### src/rtl/spi_acl_if.sv
// SPI mode-3 link between the ACL master and the sensor responder.
interface spi_acl_if;
  logic sclk;
  logic ss;
  logic mosi;
  logic miso;
  logic miso_oe;

  modport master (output sclk, ss, mosi, input miso, miso_oe);
  modport slave  (input sclk, ss, mosi, output miso, miso_oe);
endinterface

### src/rtl/spi_acl_responder.sv
// ADXL345-style SPI mode-3 slave emulating the PmodACL; SCLK/SS/MOSI oversampled on clk.
// Optional truncation error reporting (err_pulse/err_cnt) with `define SPI_RESP_ERR_EN.
module spi_acl_responder #(
  parameter logic [7:0]  DEVID_VAL   = 8'hE5,
  parameter logic [7:0]  BW_RATE_RST = 8'h0A,
  parameter int unsigned SYNC_STAGES = 2
) (
  input  logic        clk,
  input  logic        rst,
  spi_acl_if.slave    spi,
  input  logic [15:0] sample_x,
  input  logic [15:0] sample_y,
  input  logic [15:0] sample_z,
  output logic        snapshot,
  output logic        wr_strobe,
  output logic [5:0]  wr_addr,
  output logic [7:0]  wr_data,
  output logic        busy,
  output logic        measure
`ifdef SPI_RESP_ERR_EN
  ,
  output logic        err_pulse,
  output logic [7:0]  err_cnt
`endif
);

  typedef enum logic [1:0] {ST_IDLE, ST_CMD, ST_DATA} state_t;

  logic [SYNC_STAGES-1:0] sclk_sync_q, sclk_sync_d, ss_sync_q, ss_sync_d, mosi_sync_q, mosi_sync_d;
  logic sclk_prev_q, ss_prev_q, ss_act_q, ss_act_d;
  state_t state_q, state_d;
  logic [2:0]  bit_cnt_q, bit_cnt_d;
  logic [7:0]  rx_q, rx_d, tx_q, tx_d;
  logic        rw_q, rw_d, mb_q, mb_d, reload_q, reload_d;
  logic [5:0]  addr_q, addr_d, wr_addr_q, wr_addr_d;
  logic [7:0]  wr_data_q, wr_data_d;
  logic        miso_q, miso_d, oe_q, oe_d, snapshot_q, snapshot_d;
  logic        wr_strobe_q, wr_strobe_d, busy_q, busy_d;
  logic [7:0]  bw_rate_q, bw_rate_d, power_ctl_q, power_ctl_d, data_fmt_q, data_fmt_d;
  logic [15:0] shx_q, shx_d, shy_q, shy_d, shz_q, shz_d;
`ifdef SPI_RESP_ERR_EN
  logic        err_pulse_q, err_pulse_d;
  logic [7:0]  err_cnt_q, err_cnt_d;
`endif

  logic sclk_cur, ss_cur, mosi_cur, sclk_rise, sclk_fall, ss_rise;
  logic [7:0] rx_byte, rd_data, nxt;
  logic [5:0] rd_addr;

  assign sclk_cur  = sclk_sync_q[SYNC_STAGES-1];
  assign ss_cur    = ss_sync_q[SYNC_STAGES-1];
  assign mosi_cur  = mosi_sync_q[SYNC_STAGES-1];
  assign sclk_rise = sclk_cur & ~sclk_prev_q;
  assign sclk_fall = ~sclk_cur & sclk_prev_q;
  assign ss_rise   = ss_act_q & ss_cur;
  assign rx_byte   = {rx_q[6:0], mosi_cur};

  always_comb begin
    rd_addr = (state_q == ST_CMD) ? rx_byte[5:0] : addr_q;
    rd_data = '0;
    case (rd_addr)
      6'h00:   rd_data = DEVID_VAL;
      6'h2C:   rd_data = bw_rate_q;
      6'h2D:   rd_data = power_ctl_q;
      6'h31:   rd_data = data_fmt_q;
      6'h32:   rd_data = measure ? shx_q[7:0]  : '0;
      6'h33:   rd_data = measure ? shx_q[15:8] : '0;
      6'h34:   rd_data = measure ? shy_q[7:0]  : '0;
      6'h35:   rd_data = measure ? shy_q[15:8] : '0;
      6'h36:   rd_data = measure ? shz_q[7:0]  : '0;
      6'h37:   rd_data = measure ? shz_q[15:8] : '0;
      default: rd_data = '0;
    endcase
  end

  always_comb begin
    sclk_sync_d = {sclk_sync_q[SYNC_STAGES-2:0], spi.sclk};
    ss_sync_d   = {ss_sync_q[SYNC_STAGES-2:0], spi.ss};
    mosi_sync_d = {mosi_sync_q[SYNC_STAGES-2:0], spi.mosi};
    // Select must be seen low on two consecutive clocks before a transaction opens.
    ss_act_d    = ss_act_q ? ~ss_cur : (~ss_cur & ~ss_prev_q);
    oe_d        = ss_act_d;
    state_d = state_q;   bit_cnt_d = bit_cnt_q; rx_d = rx_q;     tx_d = tx_q;
    rw_d = rw_q;         mb_d = mb_q;           addr_d = addr_q; reload_d = reload_q;
    miso_d = miso_q;     wr_addr_d = wr_addr_q; wr_data_d = wr_data_q;
    bw_rate_d = bw_rate_q; power_ctl_d = power_ctl_q; data_fmt_d = data_fmt_q;
    shx_d = shx_q;       shy_d = shy_q;         shz_d = shz_q;
    snapshot_d = 1'b0;   wr_strobe_d = 1'b0;    nxt = rd_data;
`ifdef SPI_RESP_ERR_EN
    err_pulse_d = ss_rise & ((state_q == ST_CMD) | (bit_cnt_q != 3'd0));
    err_cnt_d   = (err_pulse_d && err_cnt_q != 8'hFF) ? err_cnt_q + 8'd1 : err_cnt_q;
`endif
    if (ss_rise) begin
      state_d = ST_IDLE; bit_cnt_d = '0; reload_d = 1'b0; miso_d = 1'b1;
    end else begin
      case (state_q)
        ST_IDLE: if (ss_act_d) begin
          state_d = ST_CMD; bit_cnt_d = '0; snapshot_d = 1'b1;
          shx_d = sample_x; shy_d = sample_y; shz_d = sample_z;
        end
        ST_CMD: if (sclk_rise) begin
          rx_d = rx_byte; bit_cnt_d = bit_cnt_q + 3'd1;
          if (bit_cnt_q == 3'd7) begin
            state_d = ST_DATA; rw_d = rx_byte[7]; mb_d = rx_byte[6];
            addr_d = rx_byte[5:0]; tx_d = rd_data; reload_d = 1'b0;
          end
        end
        ST_DATA: begin
          if (sclk_rise) begin
            rx_d = rx_byte; bit_cnt_d = bit_cnt_q + 3'd1;
            if (bit_cnt_q == 3'd7) begin
              if (!rw_q) begin
                wr_strobe_d = 1'b1; wr_addr_d = addr_q; wr_data_d = rx_byte;
                case (addr_q)
                  6'h2C:   bw_rate_d   = rx_byte;
                  6'h2D:   power_ctl_d = rx_byte;
                  6'h31:   data_fmt_d  = rx_byte;
                  default: ;
                endcase
              end else begin
                reload_d = 1'b1;
              end
              if (mb_q) addr_d = addr_q + 6'd1;
            end
          end else if (sclk_fall && rw_q) begin
            // Next-address byte is fetched on the falling edge that emits its MSB.
            if (!reload_q) nxt = tx_q;
            miso_d = nxt[7]; tx_d = {nxt[6:0], 1'b0}; reload_d = 1'b0;
          end
        end
        default: state_d = ST_IDLE;
      endcase
    end
    busy_d = (state_d != ST_IDLE);
  end

  always_ff @(posedge clk) begin
    if (rst) begin
      sclk_sync_q <= '1; ss_sync_q <= '1; mosi_sync_q <= '0;
      sclk_prev_q <= 1'b1; ss_prev_q <= 1'b1; ss_act_q <= 1'b0;
      state_q <= ST_IDLE; bit_cnt_q <= '0; rx_q <= '0; tx_q <= '0;
      rw_q <= 1'b0; mb_q <= 1'b0; addr_q <= '0; reload_q <= 1'b0;
      miso_q <= 1'b1; oe_q <= 1'b0; snapshot_q <= 1'b0; wr_strobe_q <= 1'b0;
      wr_addr_q <= '0; wr_data_q <= '0; busy_q <= 1'b0;
      bw_rate_q <= BW_RATE_RST; power_ctl_q <= '0; data_fmt_q <= '0;
      shx_q <= '0; shy_q <= '0; shz_q <= '0;
`ifdef SPI_RESP_ERR_EN
      err_pulse_q <= 1'b0; err_cnt_q <= '0;
`endif
    end else begin
      sclk_sync_q <= sclk_sync_d; ss_sync_q <= ss_sync_d; mosi_sync_q <= mosi_sync_d;
      sclk_prev_q <= sclk_cur; ss_prev_q <= ss_cur; ss_act_q <= ss_act_d;
      state_q <= state_d; bit_cnt_q <= bit_cnt_d; rx_q <= rx_d; tx_q <= tx_d;
      rw_q <= rw_d; mb_q <= mb_d; addr_q <= addr_d; reload_q <= reload_d;
      miso_q <= miso_d; oe_q <= oe_d; snapshot_q <= snapshot_d; wr_strobe_q <= wr_strobe_d;
      wr_addr_q <= wr_addr_d; wr_data_q <= wr_data_d; busy_q <= busy_d;
      bw_rate_q <= bw_rate_d; power_ctl_q <= power_ctl_d; data_fmt_q <= data_fmt_d;
      shx_q <= shx_d; shy_q <= shy_d; shz_q <= shz_d;
`ifdef SPI_RESP_ERR_EN
      err_pulse_q <= err_pulse_d; err_cnt_q <= err_cnt_d;
`endif
    end
  end

  assign spi.miso    = miso_q;
  assign spi.miso_oe = oe_q;
  assign snapshot    = snapshot_q;
  assign wr_strobe   = wr_strobe_q;
  assign wr_addr     = wr_addr_q;
  assign wr_data     = wr_data_q;
  assign busy        = busy_q;
  assign measure     = power_ctl_q[3];
`ifdef SPI_RESP_ERR_EN
  assign err_pulse   = err_pulse_q;
  assign err_cnt     = err_cnt_q;
`endif

endmodule
### src/flat_wrapper.sv
// flat-port wrapper written by rule: the top's interface ports become plain ports
module spi_acl_responder_flat 
#(
  parameter logic [7:0]  DEVID_VAL   = 8'hE5,
  parameter logic [7:0]  BW_RATE_RST = 8'h0A,
  parameter int unsigned SYNC_STAGES = 2
)
  (clk, rst, sample_x, sample_y, sample_z, snapshot, wr_strobe, wr_addr, wr_data, busy, measure, spi_sclk, spi_ss, spi_mosi, spi_miso, spi_miso_oe);
  spi_acl_if spi_i ();
  input  logic clk;
  input  logic rst;
  input  logic [15:0] sample_x;
  input  logic [15:0] sample_y;
  input  logic [15:0] sample_z;
  output logic snapshot;
  output logic wr_strobe;
  output logic [5:0] wr_addr;
  output logic [7:0] wr_data;
  output logic busy;
  output logic measure;
  input wire logic [$bits(spi_i.sclk)-1:0] spi_sclk;
  input wire logic [$bits(spi_i.ss)-1:0] spi_ss;
  input wire logic [$bits(spi_i.mosi)-1:0] spi_mosi;
  output wire logic [$bits(spi_i.miso)-1:0] spi_miso;
  output wire logic [$bits(spi_i.miso_oe)-1:0] spi_miso_oe;
  assign spi_i.sclk = spi_sclk;
  assign spi_i.ss = spi_ss;
  assign spi_i.mosi = spi_mosi;
  assign spi_miso = spi_i.miso;
  assign spi_miso_oe = spi_i.miso_oe;
  spi_acl_responder #(.DEVID_VAL(DEVID_VAL), .BW_RATE_RST(BW_RATE_RST), .SYNC_STAGES(SYNC_STAGES)) u_core (.clk(clk), .rst(rst), .spi(spi_i), .sample_x(sample_x), .sample_y(sample_y), .sample_z(sample_z), .snapshot(snapshot), .wr_strobe(wr_strobe), .wr_addr(wr_addr), .wr_data(wr_data), .busy(busy), .measure(measure));
endmodule
### config.mk
export PLATFORM = sky130hd
export DESIGN_NAME = spi_acl_responder_flat
export DESIGN_NICKNAME = d
export VERILOG_FILES = /design/src/rtl/spi_acl_if.sv /design/src/rtl/spi_acl_responder.sv /design/src/flat_wrapper.sv
export SDC_FILE = /design/constraint.sdc
export NUM_CORES = 1
export LEC_CHECK = 0
export CAP_MARGIN = 30
export CORE_MARGIN = 4
export CORE_UTILIZATION = 55
export CTS_CLUSTER_DIAMETER = 150
export DETAILED_ROUTE_END_ITERATION = 8
export GPL_TIMING_DRIVEN = 0
export HOLD_SLACK_MARGIN = 0.05
export PLACE_DENSITY = 0.76
export SETUP_SLACK_MARGIN = 0.5
export SYNTH_ARGS = -nofsm -noshare
export SYNTH_HDL_FRONTEND = slang
export SYNTH_SLANG_ARGS = --single-unit
### constraint.sdc
create_clock -name clk -period 3.4 [get_ports clk]
set_input_delay 1.02 -clock clk [delete_from_list [all_inputs] [get_ports clk]]
set_output_delay 1.02 -clock clk [all_outputs]
set_load 0.005 [all_outputs]
==> run metrics <==
setup TNS 0 ps; sequential share of the synthesized area 43.3%; Switching Fraction 21.7%; Switch Pwr 704 uW; fin worst setup slack 580 ps; VDD IR max 342 uV; Adder-Cell Fraction of Synth Area 2.33%; transition time at the pin with the least slew margin 743 ps; Final period util 83.0%; Worst setup EP type flop; pin count of the biggest net entering global routing 17; Mapped Nets 788; post-synth cell types 63; drt first pass iters 6; Crit Path Class flop to flop; Synth Area in XOR/XNOR 0%; fin. max-slew vios 0; Synth Area per Inst 8.17 sq um; most frequent cells in the layout 203 x nand2_1, 128 x dfxtp_1, 97 x a21oi_1; Synth Area in Compound Gates 18.7%; vias in the first global route 5280; final wirelength 17200 um; Post-synth EDFFs 0; initial antenna violation count 0; skew final 14.0 ps; clock sinks 128; placed cell count 931; die area 12500 sq um; clock power share 49.3%; Post-Synthesis Cell Area 5910 sq um; count of port buffers added during placement 71; Clock Path Buffers 2; Avg WL per Cell 17.9 um; TritonCTS clock tree yes; Startpoint Class flop; share of cells above drive strength 1 9.21%; Finished Layout Cells 961; commonest non-fill, non-tap cell in the layout nand2_1; Clock Latency Late Sink 540 ps; slew margin rel. 49.5%; Hold Path Stages 1; Pint 2540 uW; core box area 10400 sq um; number of top-level pins 73; clock root buffer clkbuf_8; dominant synthesized flop cell dfxtp_1; Worst Path Required 3830 ps; initial drt markers 460; CP startpoint u_core.state_q[1]; CTS Buf Count 17; r2r endpoint u_core.spi.miso; cts hold-fix bufs 0; Final Hold Fails 0; Post-Synth Simple-Gate Area 22.9%; RSZ-0062 raised after global routing true; first-pass GRT wire length 27300 um; pwr dens 440 nW/um^2; htree depth 4; leakage 0.00250 uW; Final Setup Violations 0; Endpoint, Worst Hold u_core.sclk_sync_q[1]; WP data arrival 3250 ps; gr ovfl total 0; Synth Register Bits 128; final net count 880; via count 5504; antenna cells 0; Hold Crit Class flop to flop; DRT antenna net count 0; hold path startpoint u_core.sclk_sync_q[0]; f_max 0.355 GHz; GRT Total Usage 28.0%; Synth Instances 724; Die H 112 um; mux contribution to synthesized area 8.29%; clock-pin slew on the worst setup and hold paths 50 ps; asr flop ratio synth 0%; Via density 5.73; largest family of logic cells by synthesized area simple AND/OR/NAND/NOR gates; Max Cap Viol 0; dpl ws 241 ps; maximum fanout along the worst path 10; sequential power share 46.6%; FF-to-FF Start u_core.state_q[1]; Initial Util 56.8%; status complete, no violations; yosys warns 0; reg2reg path depth 10; Final HPWL DP 12600 um; Comb power frac 4.1%; Syn-to-layout area delta 24.6%; cell row count 37; DRC Markers 0; Worst R2R Setup Slack 580 ps; final worst path period need 2820 ps; Die W 112 um; GPL Wtd Cong 0.980
[synth_stat cells (6+ instances only)]
| master | instances | area, sq um |
|---|---|---|
| a211o_1 | 6 | 52.6 |
| a211oi_1 | 8 | 60.1 |
| a21oi_1 | 98 | 490 |
| buf_2 | 7 | 35.0 |
| clkbuf_1 | 39 | 146 |
| dfxtp_1 | 128 | 2560 |
| ha_1 | 11 | 138 |
| inv_1 | 11 | 41.3 |
| mux2i_1 | 27 | 270 |
| nand2_1 | 203 | 762 |
| nand3_1 | 13 | 65.1 |
| nand4_1 | 8 | 50.1 |
| nor2_1 | 43 | 161 |
| nor3_1 | 6 | 30.0 |
| o21ai_0 | 9 | 45.0 |
| or2_2 | 10 | 62.6 |
[flip-flops by register name, indices dropped and copies added (netlist names), 3 cells and up]
register	cells
u_core.wr_addr	6
u_core.bit_cnt_q	3
u_core.addr_q	6
u_core.bw_rate_q	8
u_core.data_fmt_q	8
u_core.rx_q	7
u_core.tx_q	8
u_core.shx_q	16
u_core.wr_data	8
u_core.power_ctl_q	8
u_core.shz_q	16
u_core.shy_q	16
[metrics by stage]
step	utilization [%]	hold slack, ps	total power (uW)	area, sq um
global placement	65.2	404	1670	6800
global route	70.8	432	3340	7370
detailed placement	65.2	397	1680	6800
CTS	70.2	419	3250	7320
finish	70.8	414	3250	7370
floorplan	-	389	1590	5910
[critical path, stage by stage (launching register included)]
cell and delay (ps):
dfxtp_1 400, inv_1 120, ha_1 290, buf_6 180
buf_2 180, nor3b_1 160, o21ai_0 400, a21o_1 170
o2111ai_1 190, mux2_2 330, a211o_1 280
[worst max-delay path by stage]
stage	to	cells after the start
CTS	u_core.spi.miso	8
finish	u_core.spi.miso	10
floorplan	u_core.spi.miso	8
global placement	u_core.spi.miso	8
detailed placement	u_core.spi.miso	8
global route	u_core.tx_q[1]	9
[power groups by stage]
stage	sequential [uW]	clock [uW]	combinational (uW)
detailed placement	1550	0	130
global route	1510	1690	143
floorplan	1540	0	48.1
global placement	1550	0	129
finish	1510	1600	133
CTS	1510	1610	131
[kinds of logic (layout without fill, tap and decap cells)]
kind of cell / after synthesis / in the layout
compound gates: 172 / 172
fa+ha+maj: 11 / 11
buf+inv: 61 / 162
flops: 128 / 128
mux: 40 / 40
simple gates: 312 / 312
[layer usage]
metal	up-vias	GRT usage (%)	wire, um
met5	-	0	0
met4	0	11.2	395
met3	36	6.03	1170
met2	218	45.5	8170
met1	2570	36.2	7450
li1	2680	-	-
[timing repair]
| item | 4_1_cts | 5_1_grt |
|---|---|---|
| gates resized for setup | 4 | 7 |
| buffers inserted | 0 | 2 |
| setup endpoints to repair | 6 | 15 |
| pin swaps | 0 | 3 |
[area by class of cell]
cell class | instances | area [sq um]
multi-input cells | 535 | 3150
fillers | 859 | 3050
flip-flops and latches | 128 | 2560
repair buffers | 73 | 726
clock buffers | 20 | 435
plain buffers | 50 | 220
well taps | 136 | 170
clock inverters | 8 | 68.8
inverters | 11 | 41.3
(Power assumes the default switching activity.)
